--- src/rtl/riscv_run_ctrl_if.sv ---
// Run-controller bundle: the run-control requests and core observations going in,
// plus the core reset/enable, status, cause flags and counters coming out.
// No timing or backpressure of its own. It is a plain signal bundle.
//
// Ports (as seen by the controller, slave side):
//   in : start, abort, step_mode, step_req, pc[PC_W], instr_retired
//   out: core_rst, core_en, running, done, halted, timeout, aborted,
//        cycle_cnt[CNT_W], retire_cnt[CNT_W]
interface riscv_run_ctrl_if #(
  parameter int PC_W  = 32,
  parameter int CNT_W = 16
);
  // run control and core observation, driven by bench / debug logic
  logic             start;
  logic             abort;
  logic             step_mode;
  logic             step_req;
  logic [PC_W-1:0]  pc;
  logic             instr_retired;

  // controller outputs
  logic             core_rst;
  logic             core_en;
  logic             running;
  logic             done;
  logic             halted;
  logic             timeout;
  logic             aborted;
  logic [CNT_W-1:0] cycle_cnt;
  logic [CNT_W-1:0] retire_cnt;

  // side that requests runs and watches the result
  modport master (
    output start, abort, step_mode, step_req, pc, instr_retired,
    input  core_rst, core_en, running, done, halted, timeout, aborted,
           cycle_cnt, retire_cnt
  );

  // the run controller itself
  modport slave (
    input  start, abort, step_mode, step_req, pc, instr_retired,
    output core_rst, core_en, running, done, halted, timeout, aborted,
           cycle_cnt, retire_cnt
  );
endinterface

--- src/rtl/riscv_run_ctrl.sv ---
// Run controller for the RV32I core: sequences core reset and enable, single-step, and stop on halt/timeout/abort.
// All outputs are registered. Start-to-first-enable takes RST_CYCLES+1 edges, and every stop cause reaches done in one edge.
// No backpressure. Inputs are sampled every edge. In step mode one rising edge of step_req grants exactly one enabled cycle.
//
// Ports:
//   clk  : single clock, rising edge
//   rst  : synchronous active-high controller reset, overrides all other inputs
//   bus  : riscv_run_ctrl_if slave modport
//          in : start, abort, step_mode, step_req, pc, instr_retired
//          out: core_rst, core_en, running, done, halted/timeout/aborted (sticky),
//               cycle_cnt, retire_cnt (saturating, cleared by start)
module riscv_run_ctrl #(
  parameter int RST_CYCLES  = 2,
  parameter int MAX_CYCLES  = 1024,
  parameter int HALT_REPEAT = 4,
  parameter int PC_W        = 32,
  parameter int CNT_W       = 16
) (
  input logic              clk,
  input logic              rst,
  riscv_run_ctrl_if.slave  bus
);

  localparam logic [1:0] S_IDLE  = 2'd0;
  localparam logic [1:0] S_RESET = 2'd1;
  localparam logic [1:0] S_RUN   = 2'd2;
  localparam logic [1:0] S_DONE  = 2'd3;

  // reset-phase edge counter: RESET lasts until it has counted RST_CYCLES edges
  localparam int             RC_W    = $clog2(RST_CYCLES + 1);
  localparam logic [RC_W-1:0] RC_LAST = RC_W'(RST_CYCLES);

  // repeat counter counts matches, so HALT_REPEAT identical PCs means HALT_REPEAT-1 matches
  localparam int               REP_W    = $clog2(HALT_REPEAT);
  localparam logic [REP_W-1:0] REP_LAST = REP_W'(HALT_REPEAT - 1);

  localparam logic [CNT_W-1:0] CYC_MAX = CNT_W'(MAX_CYCLES);
  localparam logic [CNT_W-1:0] CNT_SAT = '1;

  // state
  logic [1:0]       state;
  logic [RC_W-1:0]  rst_cnt;
  logic             step_req_d;
  logic [PC_W-1:0]  pc_hist;
  logic             hist_vld;
  logic [REP_W-1:0] rep_cnt;

  // registered outputs
  logic             core_rst_q;
  logic             core_en_q;
  logic             running_q;
  logic             done_q;
  logic             halted_q;
  logic             timeout_q;
  logic             aborted_q;
  logic [CNT_W-1:0] cycle_cnt_q;
  logic [CNT_W-1:0] retire_cnt_q;

  // combinational
  logic             step_edge;
  logic             en_req;
  logic             pc_match;
  logic             halt_hit;
  logic             tout_hit;
  logic [REP_W-1:0] rep_nxt;
  logic [CNT_W-1:0] cyc_nxt;
  logic [CNT_W-1:0] ret_nxt;
  logic [1:0]       state_nxt;
  logic             en_nxt;
  logic             clr_run;
  logic             set_abort;
  logic             set_halt;
  logic             set_tout;

  // A level held high on step_req grants a single step. Only the 0->1 transition counts.
  assign step_edge = bus.step_req & ~step_req_d;

  // Enable wanted for the next cycle if the run continues. step_mode is sampled here,
  // so a mode change affects the cycle after the edge that sees it.
  assign en_req = bus.step_mode ? step_edge : 1'b1;

  // The first enabled cycle of a run has no predecessor to compare against.
  assign pc_match = hist_vld && (bus.pc == pc_hist);

  // Per-enabled-cycle bookkeeping. core_en_q is the enable of the cycle now ending.
  always_comb begin
    rep_nxt = rep_cnt;
    cyc_nxt = cycle_cnt_q;
    ret_nxt = retire_cnt_q;
    if (core_en_q) begin
      if (pc_match) begin
        if (rep_cnt != REP_LAST) begin
          rep_nxt = rep_cnt + 1'b1;
        end
      end else begin
        rep_nxt = '0;
      end
      if (cycle_cnt_q != CNT_SAT) begin
        cyc_nxt = cycle_cnt_q + 1'b1;
      end
      if (bus.instr_retired && (retire_cnt_q != CNT_SAT)) begin
        ret_nxt = retire_cnt_q + 1'b1;
      end
    end
  end

  assign halt_hit = core_en_q && pc_match && (rep_nxt == REP_LAST);
  assign tout_hit = core_en_q && (cyc_nxt == CYC_MAX);

  // Next state. Each stop branch sets exactly one cause, in the order abort > halt > timeout.
  always_comb begin
    state_nxt = state;
    en_nxt    = 1'b0;
    clr_run   = 1'b0;
    set_abort = 1'b0;
    set_halt  = 1'b0;
    set_tout  = 1'b0;
    case (state)
      S_IDLE: begin
        if (bus.abort) begin
          state_nxt = S_DONE;
          set_abort = 1'b1;
        end else if (bus.start) begin
          state_nxt = S_RESET;
          clr_run   = 1'b1;
        end
      end
      S_RESET: begin
        if (bus.abort) begin
          state_nxt = S_DONE;
          set_abort = 1'b1;
        end else if (rst_cnt == RC_LAST) begin
          state_nxt = S_RUN;
          en_nxt    = en_req;
        end
      end
      S_RUN: begin
        if (bus.abort) begin
          state_nxt = S_DONE;
          set_abort = 1'b1;
        end else if (halt_hit) begin
          state_nxt = S_DONE;
          set_halt  = 1'b1;
        end else if (tout_hit) begin
          state_nxt = S_DONE;
          set_tout  = 1'b1;
        end else begin
          en_nxt = en_req;
        end
      end
      S_DONE: begin
        if (bus.start) begin
          state_nxt = S_RESET;
          clr_run   = 1'b1;
        end
      end
      default: state_nxt = S_IDLE;
    endcase
  end

  always_ff @(posedge clk) begin
    if (rst) begin
      state        <= S_IDLE;
      rst_cnt      <= '0;
      step_req_d   <= 1'b0;
      pc_hist      <= '0;
      hist_vld     <= 1'b0;
      rep_cnt      <= '0;
      core_rst_q   <= 1'b1;
      core_en_q    <= 1'b0;
      running_q    <= 1'b0;
      done_q       <= 1'b0;
      halted_q     <= 1'b0;
      timeout_q    <= 1'b0;
      aborted_q    <= 1'b0;
      cycle_cnt_q  <= '0;
      retire_cnt_q <= '0;
    end else begin
      state      <= state_nxt;
      step_req_d <= bus.step_req;

      // status outputs follow the state being entered so they line up with it
      core_rst_q <= (state_nxt == S_IDLE) || (state_nxt == S_RESET);
      core_en_q  <= en_nxt;
      running_q  <= (state_nxt == S_RUN);
      done_q     <= (state_nxt == S_DONE);

      if (clr_run) begin
        rst_cnt <= '0;
      end else if ((state == S_RESET) && (rst_cnt != RC_LAST)) begin
        rst_cnt <= rst_cnt + 1'b1;
      end

      if (clr_run) begin
        pc_hist      <= '0;
        hist_vld     <= 1'b0;
        rep_cnt      <= '0;
        cycle_cnt_q  <= '0;
        retire_cnt_q <= '0;
        halted_q     <= 1'b0;
        timeout_q    <= 1'b0;
        aborted_q    <= 1'b0;
      end else begin
        // the next-values equal the current ones on disabled cycles, so history is frozen then
        cycle_cnt_q  <= cyc_nxt;
        retire_cnt_q <= ret_nxt;
        rep_cnt      <= rep_nxt;
        if (core_en_q) begin
          pc_hist  <= bus.pc;
          hist_vld <= 1'b1;
        end
        if (set_abort) aborted_q <= 1'b1;
        if (set_halt)  halted_q  <= 1'b1;
        if (set_tout)  timeout_q <= 1'b1;
      end
    end
  end

  assign bus.core_rst   = core_rst_q;
  assign bus.core_en    = core_en_q;
  assign bus.running    = running_q;
  assign bus.done       = done_q;
  assign bus.halted     = halted_q;
  assign bus.timeout    = timeout_q;
  assign bus.aborted    = aborted_q;
  assign bus.cycle_cnt  = cycle_cnt_q;
  assign bus.retire_cnt = retire_cnt_q;

endmodule

--- src/flat_wrapper.sv ---
// flat-port wrapper written by rule: the top's interface ports become plain ports
module riscv_run_ctrl_flat 
#(
  parameter int RST_CYCLES  = 2,
  parameter int MAX_CYCLES  = 1024,
  parameter int HALT_REPEAT = 4,
  parameter int PC_W        = 32,
  parameter int CNT_W       = 16
)
  (clk, rst, bus_start, bus_abort, bus_step_mode, bus_step_req, bus_pc, bus_instr_retired, bus_core_rst, bus_core_en, bus_running, bus_done, bus_halted, bus_timeout, bus_aborted, bus_cycle_cnt, bus_retire_cnt);
  riscv_run_ctrl_if #(.PC_W(PC_W), .CNT_W(CNT_W)) bus_i ();
  input logic clk;
  input logic rst;
  input wire logic [$bits(bus_i.start)-1:0] bus_start;
  input wire logic [$bits(bus_i.abort)-1:0] bus_abort;
  input wire logic [$bits(bus_i.step_mode)-1:0] bus_step_mode;
  input wire logic [$bits(bus_i.step_req)-1:0] bus_step_req;
  input wire logic [$bits(bus_i.pc)-1:0] bus_pc;
  input wire logic [$bits(bus_i.instr_retired)-1:0] bus_instr_retired;
  output wire logic [$bits(bus_i.core_rst)-1:0] bus_core_rst;
  output wire logic [$bits(bus_i.core_en)-1:0] bus_core_en;
  output wire logic [$bits(bus_i.running)-1:0] bus_running;
  output wire logic [$bits(bus_i.done)-1:0] bus_done;
  output wire logic [$bits(bus_i.halted)-1:0] bus_halted;
  output wire logic [$bits(bus_i.timeout)-1:0] bus_timeout;
  output wire logic [$bits(bus_i.aborted)-1:0] bus_aborted;
  output wire logic [$bits(bus_i.cycle_cnt)-1:0] bus_cycle_cnt;
  output wire logic [$bits(bus_i.retire_cnt)-1:0] bus_retire_cnt;
  assign bus_i.start = bus_start;
  assign bus_i.abort = bus_abort;
  assign bus_i.step_mode = bus_step_mode;
  assign bus_i.step_req = bus_step_req;
  assign bus_i.pc = bus_pc;
  assign bus_i.instr_retired = bus_instr_retired;
  assign bus_core_rst = bus_i.core_rst;
  assign bus_core_en = bus_i.core_en;
  assign bus_running = bus_i.running;
  assign bus_done = bus_i.done;
  assign bus_halted = bus_i.halted;
  assign bus_timeout = bus_i.timeout;
  assign bus_aborted = bus_i.aborted;
  assign bus_cycle_cnt = bus_i.cycle_cnt;
  assign bus_retire_cnt = bus_i.retire_cnt;
  riscv_run_ctrl #(.RST_CYCLES(RST_CYCLES), .MAX_CYCLES(MAX_CYCLES), .HALT_REPEAT(HALT_REPEAT), .PC_W(PC_W), .CNT_W(CNT_W)) u_core (.clk(clk), .rst(rst), .bus(bus_i));
endmodule
--- config.mk ---
export PLATFORM = sky130hd
export DESIGN_NAME = riscv_run_ctrl_flat
export DESIGN_NICKNAME = d
export VERILOG_FILES = /design/src/rtl/riscv_run_ctrl_if.sv /design/src/rtl/riscv_run_ctrl.sv /design/src/flat_wrapper.sv
export SDC_FILE = /design/constraint.sdc
export NUM_CORES = 1
export LEC_CHECK = 0
export ABC_AREA = 1
export CAP_MARGIN = 20
export CORE_MARGIN = 8
export CORE_UTILIZATION = 54
export CTS_BUF_LIST = sky130_fd_sc_hd__clkbuf_4 sky130_fd_sc_hd__clkbuf_8
export DETAILED_ROUTE_END_ITERATION = 7
export PLACE_DENSITY_LB_ADDON = 0.15
export SYNTH_ARGS = -nofsm -noshare
export SYNTH_HDL_FRONTEND = slang
export SYNTH_SLANG_ARGS = --single-unit
--- constraint.sdc ---
create_clock -name clk -period 2.44 [get_ports clk]
set_clock_uncertainty 0.05 [all_clocks]
set_input_delay 0.488 -clock clk [delete_from_list [all_inputs] [get_ports clk]]
set_output_delay 0.488 -clock clk [all_outputs]
set_load 0.005 [all_outputs]
==> summary.md <==
| Metric | Value |
|---|---|
| Outcome | `finished, final reports clean` |
| Overall power | `2.778 mW` |
| Total core area | `0.007647 mm²` |
| Worst-Skew Late Latency | `roughly 0.36 ns` |
| DP Area | `0.005109 mm²` |
| Sink Count | `79` |
| XOR/XNOR Fraction of Synth Area | `0.03531` |
| Final setup fails | `0` |
| Yosys top cell area share | `0.3751` |
| Post-synthesis sequential area ratio | `0.3751` |
| Clk slew on worst S/H paths | `0.08 ns` |
| Worst-Margin Slew | `0.5328 ns` |
| Largest net degree at the start of global routing | `between 50 and 60` |
| FF-to-FF setup slack | `0.19 ns` |
| Clock Tree Buf Depth | `2` |
| Antenna Violating Nets Remaining | `0` |
| Crit Path Max Fanout | `51` |
| Worst path arrival time | `~1.8 ns` |
| Die Height | `104.4 µm` |
| Share of cells above drive strength 1 | `0.07848` |
| Slowest CP cell | `clkdlybuf4s50_1` |
| Fmax | `435.8 MHz` |
| FILL cells | `approximately 670` |
| TritonCTS clock tree | `built` |
| CP max stage delay | `about 0.60 ns` |
| Mapped cell area | `approximately 0.0042 mm²` |
| CP Class | `register to output pin` |
| WHS Endpoint | `u_core.rst_cnt[1]$_SDFFE_PP0P_` |
| Die Area | `0.01089 mm²` |
| Largest family of logic cells by synthesized area | `simple AND/OR/NAND/NOR gates` |
| Worst Reg2Reg Path Length in Cells | `10` |
| CTS Hold Bufs | `0` |
| Total gr overflow | `0` |
| Reg2reg start | `u_core.bus.retire_cnt[1]$_SDFFE_PP0P_` |
| VDD IR max | `between 300 and 400 µV` |
| Routability Congestion | `between 0.9 and 1` |
| Vias in the first global route | `4076` |
| Gate Count Post-Synth | `654` |
| Detailed Route Iter0 Violations | `138` |
| Netlist cell types | `39` |
| Max-Slew Margin vs Limit | `0.6436` |
| Final period util | `0.9404` |
| Final HPWL DP | `7.961 mm` |
| CTS root buf | `clkbuf_8` |
| Ranking of synthesized cells by area | `dfxtp_1 (38%), nand2_1 (17%), nor2_1 (8.2%)` |
| HP Class | `register to register` |
| CTS Buf Count | `9` |
| Cell row count | `32` |
| Area Growth Syn to Fin | `27.09%` |
| Mux contribution to synthesized area | `0` |
| Avg Inst Size Synth | `6.447 µm²` |
| Count leader, synth | `nand2_1` |
| Post-synth ARST share | `0` |
| Fin. max-slew vios | `0` |
| Avg WL per Cell | `12.73 µm` |
| Worst Path Required | `approximately 1.9 ns` |
| Vias per inst | `5.080` |
| DRT Wirelength | `10.71 mm` |
| # DRC | `0` |
| Crit-path cells | `buf_6 > clkdlybuf4s50_1` |
| Global-route wire length before repair | `18.35 mm` |
| DR vias | `4272` |
| Synth Register Bits | `79` |
| Hold depth | `2` |
| PD cells | `between 500 and 600 mW/mm²` |
| Reported max-cap violation count | `0` |
| Nets | `781` |
| Synth Warn # | `0` |
| Hold_ws | `0.4212 ns` |
| Post-synth top cells | `nand2_1 (188), nor2_1 (92), inv_1 (81), dfxtp_1 (79), a21oi_1 (63)` |
| Crit. End Element | `output pin` |
| Fin crit period | `2.295 ns` |
| # diodes | `0` |
| Post-synth EDFFs | `0` |
| H-tree depth | `3` |
| Post-synthesis simple-gate area fraction | `0.3525` |
| Synth Area in Compound Gates | `0.1211` |
| Gr usage total | `0.1972` |
| Critical Path Source Type | `register` |
| IO Count | `78` |
| Hold path start | `u_core.rst_cnt[1]$_SDFFE_PP0P_` |
| Starting Density | `0.5514` |
| Design Area, Final | `roughly 0.0054 mm²` |
| Final count of hold timing violations | `0` |
| Syn_nets | `701` |
| R2R Path End | `u_core.bus.retire_cnt[2]$_SDFFE_PP0P_` |
| Post-synthesis adder-cell area fraction | `0.02374` |
| Initial antenna violation count | `0` |
| Width of the die | `104.4 µm` |
| First-pass DRT Iterations | `4` |
| Ys flop type | `dfxtp_1` |
| Delay-heaviest family, CP | `buffers and inverters` |
| WP buf/inv | `2` |
| Synth area leader | `dfxtp_1` |
| Leak | `2.152 nW` |
| Port Buffer Count | `77` |
[cell type report]
type | count | area [µm²] | area share
flip-flops and latches | 79 | 1588 | 0.2963
clock buffers | 10 | 131.4 | 0.02452
multi-input cells | 473 | 2290 | 0.4273
inverters | 85 | 319.1 | 0.05954
repair buffers | 86 | 842.1 | 0.1571
clock inverters | 6 | 61.31 | 0.01144
well taps | 102 | 127.6 | 0.02382
[placed cells by master, fill, tap and decap left out, drive strengths merged, types with 2 or more instances in the layout]
cell           synthesis  final
nand2                193    193
nor2                 102    102
inv                   84     84
dfxtp                 79     79
clkdlybuf4s50          0     77
a21oi                 63     63
nand3                 31     31
o21ai                 21     21
nor3                  13     13
xor2                  11     11
clkbuf                10     10
buf                    7      9
ha                     8      8
xnor2                  6      6
clkinv                 1      5
nand4                  4      4
o22ai                  3      3
or2                    3      3
o211ai                 2      2
and3                   2      2
nor3b                  2      2
[sequential cells by signal, summed over array words and instances, names as in the netlist]
register / flops
u_core.bus.halted: 1
u_core.pc_hist: 32
u_core.rst_cnt: 2
u_core.hist_vld: 1
u_core.bus.core_rst: 1
u_core.bus.core_en: 1
u_core.bus.done: 1
u_core.rep_cnt: 2
u_core.bus.cycle_cnt: 16
u_core.bus.retire_cnt: 16
u_core.bus.running: 1
u_core.step_req_d: 1
u_core.bus.timeout: 1
u_core.bus.aborted: 1
u_core.state: 2
[worst reg2reg max path, stage by stage (launching register included)]
cell and delay (ns):
dfxtp_1 0.40, ha_1 0.23, inv_1 0.07, nor4_2 0.33
nand2_1 0.09, nor2_1 0.26, nand3_1 0.12, nand3_1 0.18
buf_4 0.20, o21ai_0 0.08, and3_1 0.14
[report_power, final]
group / internal [mW] / switching (mW)
Combinational: 0.194 / 0.250
Sequential: 1.33 / 0.0323
Clock: 0.481 / 0.487
[through the flow]
step	setup slack, ns	utilization	std cells	TNS (ns)
floorplan	0.5454	-	654	0
global placement	0.1068	0.6680	824	0
detailed placement	0.03128	0.6680	824	0
CTS	0.07477	0.6937	840	0
global route	-0.007485	0.7008	841	-0.007485
finish	0.1455	0.7008	841	0
[worst max-delay path by stage]
stage                                     startpoint                               endpoint  slack [ns]  depth (start not counted)
5_1_grt        u_core.bus.retire_cnt[1]$_SDFFE_PP0P_  u_core.bus.retire_cnt[8]$_SDFFE_PP0P_      -0.007                         11
3_3_place_gp                              bus_pc[14]             u_core.bus.done$_SDFF_PP0_        0.11                         13
3_5_place_dp                              bus_pc[14]             u_core.bus.done$_SDFF_PP0_        0.03                         13
2_1_floorplan     u_core.bus.cycle_cnt[0]$_SDFF_PP0_             u_core.bus.done$_SDFF_PP0_        0.55                         17
4_1_cts           u_core.bus.cycle_cnt[1]$_SDFF_PP0_             u_core.bus.done$_SDFF_PP0_        0.07                         15
6_report               u_core.bus.core_en$_SDFF_PP0_                            bus_core_en        0.15                          2
[logic make-up (layout without fill, tap and decap cells)]
kind of cell,after synthesis,count (layout)
flops,79,79
fa+ha+maj,8,8
buf+inv,102,187
simple gates,352,352
xor+xnor,17,17
compound gates,96,96
[routing by layer]
metal  vias to the layer above  routed length, µm  track usage
met5                         -                  0            0
met4                         0                121      0.06412
met3                        12                540      0.04337
met2                        98               5085       0.3333
met1                      1959               4958       0.2412
li1                       2203                  -            -
[timing repair]
| action | 4_1_cts | 5_1_grt |
|---|---|---|
| endpoints found under the setup margin | 1 | 7 |
| pin swaps | 0 | 1 |
| gates cloned | 0 | 0 |
| setup buffers | 0 | 1 |
| resized for setup | 1 | 11 |
Note: power is estimated with default switching activity, not from simulation.
